**src/rtl/unwrap_mc.sv**
```systemverilog
// unwrap_mc: multi-channel, time-interleaved phase unwrapper.
//
// Each input sample is a signed WIN-bit wrapped phase (one turn = 2^WIN
// counts). Per channel the block keeps the previous sample and a signed
// WW-bit turn counter. The output is the unwrapped phase
// (turns << WIN) + sample, WOUT = WW + WIN bits wide.
//
// Ports:
//   clk, rst_n           clock, asynchronous active-low reset
//   sync_in, ch_in, d_in input sample strobe, channel, wrapped phase
//   wrap_ld, wrap_ld_ch,
//   wrap_ld_val          turn-counter preload strobe / channel / value
//   clr_sat              clear all sticky saturation flags
//   sync_out, ch_out,
//   d_out, wrap_out      output strobe, channel, unwrapped phase, turn count
//   sat_out              current output sample hit the counter limit
//   sat_flags            sticky per-channel saturation flags
//
// Pipeline: stage A computes the turn delta from old[ch]; stage B adds it
// to wrap[ch] (or to a coincident preload) and forms the output. Latency
// is 2 clk, one sample per clk.
module unwrap_mc #(
    parameter int NCH  = 4,
    parameter int WIN  = 17,
    parameter int WOUT = 25,
    parameter int SAT  = 1,
    parameter int CW   = (NCH > 1) ? $clog2(NCH) : 1
) (
    input  logic                   clk,
    input  logic                   rst_n,
    input  logic                   sync_in,
    input  logic [CW-1:0]          ch_in,
    input  logic signed [WIN-1:0]  d_in,
    input  logic                   wrap_ld,
    input  logic [CW-1:0]          wrap_ld_ch,
    input  logic signed [WOUT-WIN-1:0] wrap_ld_val,
    input  logic                   clr_sat,
    output logic                   sync_out,
    output logic [CW-1:0]          ch_out,
    output logic signed [WOUT-1:0] d_out,
    output logic signed [WOUT-WIN-1:0] wrap_out,
    output logic                   sat_out,
    output logic [NCH-1:0]         sat_flags
);

    localparam int WW = WOUT - WIN;

    localparam logic signed [WIN:0] HALF  = (WIN+1)'(64'd1 << (WIN - 1));
    localparam logic signed [WIN:0] NHALF = -HALF;
    localparam logic signed [WW-1:0] WMAX = {1'b0, {(WW-1){1'b1}}};
    localparam logic signed [WW-1:0] WMIN = {1'b1, {(WW-1){1'b0}}};

    // Per-channel state
    logic signed [WIN-1:0] old_q    [NCH];
    logic signed [WW-1:0]  wrap_q   [NCH];
    logic [NCH-1:0]        primed_q;

    // Stage A registers
    logic                  a_vld;
    logic [CW-1:0]         a_ch;
    logic signed [WIN-1:0] a_d;
    logic signed [1:0]     a_delta;

    // ------------------------------------------------------------------
    // Stage A: turn delta from the previous sample of the same channel
    // ------------------------------------------------------------------
    logic                  in_ok;
    logic signed [WIN-1:0] old_sel;
    logic                  primed_sel;
    logic signed [WIN:0]   diff;
    logic signed [1:0]     delta;

    assign in_ok = sync_in && (int'(ch_in) < NCH);

    always_comb begin
        old_sel    = '0;
        primed_sel = 1'b0;
        for (int unsigned i = 0; i < NCH; i++) begin
            if (ch_in == CW'(i)) begin
                old_sel    = old_q[i];
                primed_sel = primed_q[i];
            end
        end
    end

    always_comb begin
        diff  = {d_in[WIN-1], d_in} - {old_sel[WIN-1], old_sel};
        delta = 2'sd0;
        if (diff >= HALF)
            delta = -2'sd1;
        else if (diff < NHALF)
            delta = 2'sd1;
        // First sample of a channel only establishes the reference.
        if (!primed_sel)
            delta = 2'sd0;
    end

    always_ff @(posedge clk or negedge rst_n) begin
        if (!rst_n) begin
            a_vld    <= 1'b0;
            a_ch     <= '0;
            a_d      <= '0;
            a_delta  <= '0;
            primed_q <= '0;
            for (int unsigned i = 0; i < NCH; i++)
                old_q[i] <= '0;
        end else begin
            a_vld <= in_ok;
            if (in_ok) begin
                a_ch    <= ch_in;
                a_d     <= d_in;
                a_delta <= delta;
            end
            for (int unsigned i = 0; i < NCH; i++) begin
                if (in_ok && ch_in == CW'(i)) begin
                    old_q[i]    <= d_in;
                    primed_q[i] <= 1'b1;
                end
            end
        end
    end

    // ------------------------------------------------------------------
    // Stage B: accumulate turns, saturate or wrap, build output
    // ------------------------------------------------------------------
    logic signed [WW-1:0]   wrap_sel;
    logic signed [WW-1:0]   base;
    logic signed [WW:0]     sum_x;
    logic signed [WW-1:0]   sum;
    logic                   sat_now;
    logic signed [WOUT-1:0] dout_nx;
    logic                   ld_ok;

    assign ld_ok = wrap_ld && (int'(wrap_ld_ch) < NCH);

    always_comb begin
        wrap_sel = '0;
        for (int unsigned i = 0; i < NCH; i++) begin
            if (a_ch == CW'(i))
                wrap_sel = wrap_q[i];
        end
    end

    always_comb begin
        // A preload landing on the channel being accumulated replaces the
        // stored count as the base, so the sample's delta is not lost.
        base    = (wrap_ld && wrap_ld_ch == a_ch) ? wrap_ld_val : wrap_sel;
        sum_x   = {base[WW-1], base} + {{(WW-1){a_delta[1]}}, a_delta};
        sum     = sum_x[WW-1:0];
        sat_now = 1'b0;
        if (SAT != 0 && (sum_x[WW] != sum_x[WW-1])) begin
            sum     = sum_x[WW] ? WMIN : WMAX;
            sat_now = 1'b1;
        end
        dout_nx = {sum, {WIN{1'b0}}} + {{WW{a_d[WIN-1]}}, a_d};
    end

    always_ff @(posedge clk or negedge rst_n) begin
        if (!rst_n) begin
            sync_out  <= 1'b0;
            ch_out    <= '0;
            d_out     <= '0;
            wrap_out  <= '0;
            sat_out   <= 1'b0;
            sat_flags <= '0;
            for (int unsigned i = 0; i < NCH; i++)
                wrap_q[i] <= '0;
        end else begin
            sync_out <= a_vld;
            if (a_vld) begin
                ch_out   <= a_ch;
                d_out    <= dout_nx;
                wrap_out <= sum;
                sat_out  <= sat_now;
            end
            for (int unsigned i = 0; i < NCH; i++) begin
                if (a_vld && a_ch == CW'(i))
                    wrap_q[i] <= sum;
                else if (ld_ok && wrap_ld_ch == CW'(i))
                    wrap_q[i] <= wrap_ld_val;

                // New saturation takes priority over a coincident clear.
                if (a_vld && sat_now && a_ch == CW'(i))
                    sat_flags[i] <= 1'b1;
                else if (clr_sat)
                    sat_flags[i] <= 1'b0;
            end
        end
    end

endmodule

```
**config.mk**
```make
export PLATFORM = sky130hd
export DESIGN_NAME = unwrap_mc
export DESIGN_NICKNAME = d
export VERILOG_FILES = /design/src/rtl/unwrap_mc.sv
export SDC_FILE = /design/constraint.sdc
export NUM_CORES = 1
export LEC_CHECK = 0
export ABC_AREA = 0
export CORE_MARGIN = 5
export CORE_UTILIZATION = 45
export CTS_BUF_LIST = sky130_fd_sc_hd__clkbuf_4 sky130_fd_sc_hd__clkbuf_8 sky130_fd_sc_hd__clkbuf_16
export DETAILED_ROUTE_END_ITERATION = 7
export GPL_TIMING_DRIVEN = 0
export PLACE_DENSITY_LB_ADDON = 0.05
export SLEW_MARGIN = 15
export SYNTH_ARGS = -nofsm -noshare
export SYNTH_HDL_FRONTEND = slang
export SYNTH_SLANG_ARGS = --single-unit
```
**constraint.sdc**
```tcl
create_clock -name clk -period 7 [get_ports clk]
set_clock_uncertainty 0.2 [all_clocks]
set_input_delay 0.7 -clock clk [delete_from_list [all_inputs] [get_ports clk]]
set_output_delay 0.7 -clock clk [all_outputs]
set_load 0.1 [all_outputs]
```
======== Word-level counts from Yosys, hierarchy flattened ========
Index checks and enable logic that the tools add are counted.
storage, ports and cells
  register bits ........................... 167
  word-level logic and storage cells ...... 102
operators by class
  $add $sub $neg .......................... 3
  order comparisons ....................... 2
  equality and inequality tests ........... 11
  multiplexer cells ....................... 32
  reductions and logical operators ........ 29
operator list
  operator                                                       count
  two-way mux 8 bit                                              15
  two-way mux 17 bit                                             4
  adder 25 bit                                                   1
  >= comparator 18 bit (second input constant)                   1
  logical AND 1 bit                                              18
  less-than comparator 18 x 17 -> 1 bit (second input constant)  1
  subtractor 17 x 17 -> 18 bit                                   1
  nonzero test 2 bit                                             8
  == test 2 bit (second input constant)                          6
  two-way mux 1 bit                                              11
  adder 8 x 2 -> 9 bit                                           1
  == test 2 x 1 -> 1 bit (second input constant)                 3
  zero test 2 bit                                                3
  two-way mux 2 bit                                              2
  == test 2 bit                                                  1
  != test 1 bit                                                  1

======== Logic depth before layout (Yosys ltp) ========
  depth in word-level cells ............... 12
  gate-level depth with buffers ........... 21
  mapped depth without buffers ............ 20

======== Worst setup path after synthesis ========
OpenSTA, ideal clock, no wires.
  kind .................................... reg2reg
  start point ............................. register a_ch[1]
  end point ............................... register d_out[23]
  setup time .............................. 0.125 ns
  arrival time ............................ 4.519 ns
  path slack .............................. 2.156 ns
  cell stages (with the launch flop) ...... 20
  clock period less this slack ............ 4.844 ns
  cell sequence ........................... dfrtp_1 clkbuf_1 buf_1 mux4_2 mux2_2 ha_1 o21a_1 o21ba_2 a211oi_4 or3_4 a21boi_4 inv_1 ha_1 fa_1 a21o_1 a21oi_1 o21bai_1 a21oi_1 xnor2_1 mux2_2
between the ends
  cells in the longest elaborated chain, start to end .. 10
  elaborated cells between the ends (all ways) .. 16
RTL lines
  element                                                    line      source
  start: declaration                                         60        logic [CW-1:0] a_ch;
  start signal: assignment                                   110       a_ch <= ch_in;
  zero test 2 bit                                            139       if (a_ch == CW'(i))
  two-way mux 8 bit (4 in series)                            139
  two-way mux 8 bit (*)                                      147       base = (wrap_ld && wrap_ld_ch == a_ch) ? wrap_ld_val : wrap_sel;
  adder 8 x 2 -> 9 bit (*)                                   148       sum_x = {base[WW-1], base} + {{(WW-1){a_delta[1]}}, a_delta};
  two-way mux 8 bit / != test 1 bit (equally long branches)  152, 151
  two-way mux 8 bit (*)                                      151       if (SAT != 0 && (sum_x[WW] != sum_x[WW-1])) begin
  via sum[0]                                                 129       logic signed [WW-1:0] sum;
  adder 25 bit (*)                                           155       dout_nx = {sum, {WIN{1'b0}}} + {{WW{a_d[WIN-1]}}, a_d};
  end signal: assignment                                     172       d_out <= dout_nx;
  end: declaration                                           40        output logic signed [WOUT-1:0] d_out,
Mark *: on every way through the listed nets, which the timed path passes. The rest lies on a longest branch.
A chain may end at the register's enable or synchronous reset.

======== Final worst setup path ========
Same ends and word-level chain as after synthesis.

==> metrics list <==
- The flow ran to the end, and the final reports show no timing, DRC or antenna violations.
- Met3 track utilization from global routing: 4.041%
- Placeable Area: 18580 um^2
* Ports: 75
* Arrival @ worst endpoint: 5920 ps
* Final max-slew violation count: 0
* Initial Util: 45.42%
- Measured along the y axis, the die boundary spans 146.9 um.
- Relative area change from synthesis to final layout: 19.97%
- Worst-case setup margin in the final layout: 1183 ps
* Final min period: 5817 ps
* Final standard cell area without fillers: 10120 um^2
- Setup Crit Path Kind: reg -> reg
- A synthesized cell averages 12.83 um^2.
- Clock transition at the register clock pins on the worst setup and hold paths after CTS: 70 ps
* Antenna violations before repair: 0
- CTS built an H-tree with a depth of 4.
- CTS buffer count: 17
- Following the worst setup path forward leads to its endpoint at d_out[23].
* Number of library cell types mapped by synthesis: 56
- Clock Sinks: 167
- The initialized floorplan defines 50 standard-cell rows.
- At the placement stage, the worst setup path has a slack of 987.5 ps.
- Synth top area cells: sky130_fd_sc_hd__dfrtp_1, sky130_fd_sc_hd__mux2_2, sky130_fd_sc_hd__mux4_2
- Number of instances in the synthesized netlist: 658
* Overall die width: 146.9 um
- Entering global routing, the biggest net connects 89 pins.
- DPL Wire Length: 13590 um
- Gates resized during post-CTS repair numbered 0.
- The mapped netlist covers 8439 um^2.
- The synthesized design contains 167 register bits.
- After routing, the total negative slack on setup checks comes to 0 ps.
- Detailed-route vias per instance: 5.536
- Vias in the first global route: 6000
* Synthesized netlist net count: 726
* Total of endpoints with negative setup slack in the final report: 0
* Nature of the critical path endpoint: flop
- Class of the tightest hold or removal check: in -> async
* Number of vias in the routed layout: 5525
- For this run, design rule violations remaining after detail routing come to 0.
* Number of nets still failing antenna checks after routing: 0
- For the pin with the worst max-slew slack, the measured transition is 1008 ps.
* Final routed wire length divided by cell count: 19.29 um
* Fmax: 171.9 MHz
* Met1 track demand over resource in global routing: 24.01%
- Setup slack of the most critical reg-to-reg path: 1180 ps
- Startpoint class of the critical path: flop
- Library cell occupying the most area in the post-synthesis netlist: sky130_fd_sc_hd__dfrtp_1
- Met2 track demand over resource: 32.22%
- TritonCTS clock tree: yes
* DRT Wirelength: 19250 um
- The worst path uses 83.10% of the clock period.
- Required time worst endpoint: 7100 ps
* DR pass1 iterations: 4
* Final estimated routing congestion in global placement: 0.8151
* Setup fix buffers added after clock tree synthesis: 0
* Clock Tree Root: sky130_fd_sc_hd__clkbuf_16
- Relative slew margins: 32.60%
- Global-route wire length before repair: 32060 um
* Count of max-cap constraint violations: 0
- The number of hold buffers added after CTS was 0.
- Fill cells: 1578
- For this block, the initial DRC count from the detailed router was 233.
- The endpoint identified for the worst register-to-register timing path is d_out[23].
- Global routing used 18.80% of the available tracks across all layers.
- Of the synthesized area, sequential elements account for 49.52%.
* Area share of the leading cell type in the synthesized netlist: 49.52%
- The clock passes through at most 2 buffers.
- RSZ-0062 raised after global routing: no
- Most utilized layer in the global route result: met2
- FF-to-FF Start: a_ch[1]
* Final hold viol count: 0
- The floorplan step defined a die boundary enclosing 21590 um^2.
- Syn. warnings: 0
- Cell Area, Placed: 9505 um^2
- The worst register-to-register path has a depth of 19.
- Clock latency on the worst-skew pair, taken at its later pin, is 430 ps.
* Antenna diode instance count: 0
- Of all nets on the critical path, the largest fanout is 10.
- Final #Nets: 820
* Overflow after GRT: 0
- Share of cells above drive strength 1: 28.66%
- The critical path starts at a_ch[1].
- Quantity of I/O buffers inserted on ports: 74
flip-flops by register name, summed over array words and instances, names as in the netlist, 2 cells and up:
signal     flops
old_q         68
wrap_q        32
d_out         25
a_d           17
wrap_out       8
primed_q       4
sat_flags      4
a_ch           2
a_delta        2
ch_out         2
worst min-delay path by stage:
stage	endpoint	cells after the start
3_5_place_dp	sync_out	0
2_1_floorplan	sync_out	0
5_1_grt	wrap_q[31]	1
6_report	wrap_q[31]	1
3_3_place_gp	sync_out	0
4_1_cts	wrap_q[31]	1
worst max-delay path: stages (launching register included):
cell and delay (ps):
sky130_fd_sc_hd__dfrtp_1 320, sky130_fd_sc_hd__clkbuf_1 350, sky130_fd_sc_hd__buf_1 650, sky130_fd_sc_hd__mux4_2 400
sky130_fd_sc_hd__mux2_2 310, sky130_fd_sc_hd__ha_1 380, sky130_fd_sc_hd__nor3b_1 440, sky130_fd_sc_hd__nand2_1 130
sky130_fd_sc_hd__o21ai_2 290, sky130_fd_sc_hd__or3_4 220, sky130_fd_sc_hd__a21boi_4 250, sky130_fd_sc_hd__inv_1 70
sky130_fd_sc_hd__ha_1 210, sky130_fd_sc_hd__fa_1 430, sky130_fd_sc_hd__a21o_1 200, sky130_fd_sc_hd__a21oi_1 230
sky130_fd_sc_hd__o21bai_1 90, sky130_fd_sc_hd__a21oi_1 180, sky130_fd_sc_hd__xnor2_1 80, sky130_fd_sc_hd__mux2_2 260
layout make-up:
class                   count  area, um^2  area share [%]
flip-flops and latches    167        4179           41.28
multi-input cells         423        3995           39.46
repair buffers             75       773.2           7.637
clock buffers              17       425.4           4.202
well taps                 234       292.8           2.892
clock inverters            14       193.9           1.915
inverters                  38       142.6           1.409
plain buffers              30       122.6           1.211
placed cells by master (no fill, tap or decap), types with 10 or more instances in the layout:
cell and n:
sky130_fd_sc_hd__ha_1 32, sky130_fd_sc_hd__inv_1 38, sky130_fd_sc_hd__dfrtp_1 167, sky130_fd_sc_hd__mux2_2 132
sky130_fd_sc_hd__nor2b_1 11, sky130_fd_sc_hd__mux2i_1 17, sky130_fd_sc_hd__nor2_1 27, sky130_fd_sc_hd__nand2_1 25
sky130_fd_sc_hd__clkdlybuf4s50_1 73, sky130_fd_sc_hd__a211oi_1 10, sky130_fd_sc_hd__o21ai_0 24, sky130_fd_sc_hd__clkbuf_16 17
sky130_fd_sc_hd__clkbuf_1 14, sky130_fd_sc_hd__xnor2_1 10, sky130_fd_sc_hd__a21oi_1 37, sky130_fd_sc_hd__mux4_2 26
synthesized netlist by cell type (all sizes together):
cell / n
mux2: 132
a221o: 1
nand4: 2
mux4: 26
dfrtp: 167
nand3: 8
maj3: 2
inv: 38
o2111a: 1
o32ai: 2
o22ai: 3
nor2: 27
or3: 2
nor3: 3
o41ai: 1
a211oi: 12
mux2i: 17
fa: 2
nor2b: 11
a21oi: 38
xor2: 2
a21boi: 3
clkbuf: 14
and2: 1
o21bai: 2
ha: 32
nor3b: 4
a21o: 3
a221oi: 1
nand3b: 6
or2: 2
nand2b: 5
nand2: 25
a21bo: 1
and3: 1
o21ai: 28
o211ai: 4
xnor2: 10
and4: 1
o21ba: 1
o21a: 1
buf: 16
per-layer routing:
layer,routed length (um),part of all wire [%]
met2,9727,51
met4,291,1.5
met1,8541,44
met5,0,0
met3,689,3.6
metrics by stage:
stage	std cells	util, %	hold WS [ps]
2_1_floorplan	658	-	151.9
3_3_place_gp	966	50.98	160.1
3_5_place_dp	967	51.16	172.8
4_1_cts	998	54.49	76.48
5_1_grt	998	54.49	105.0
6_report	998	54.49	44.44
logic make-up (layout without fill, tap and decap cells):
| kind of cell | Yosys count | in the layout | share of synthesized area [%] |
|---|---|---|---|
| flops | 167 | 167 | 49.52 |
| xor+xnor | 12 | 12 | 1.245 |
| fa+ha+maj | 36 | 36 | 5.485 |
| compound gates | 102 | 102 | 8.095 |
| simple gates | 98 | 98 | 5.945 |
| buf+inv | 68 | 174 | 3.143 |
| mux | 175 | 175 | 26.57 |
Power is not shown: default switching activity piles up to over one toggle a cycle in this logic, so the estimate is an artifact.
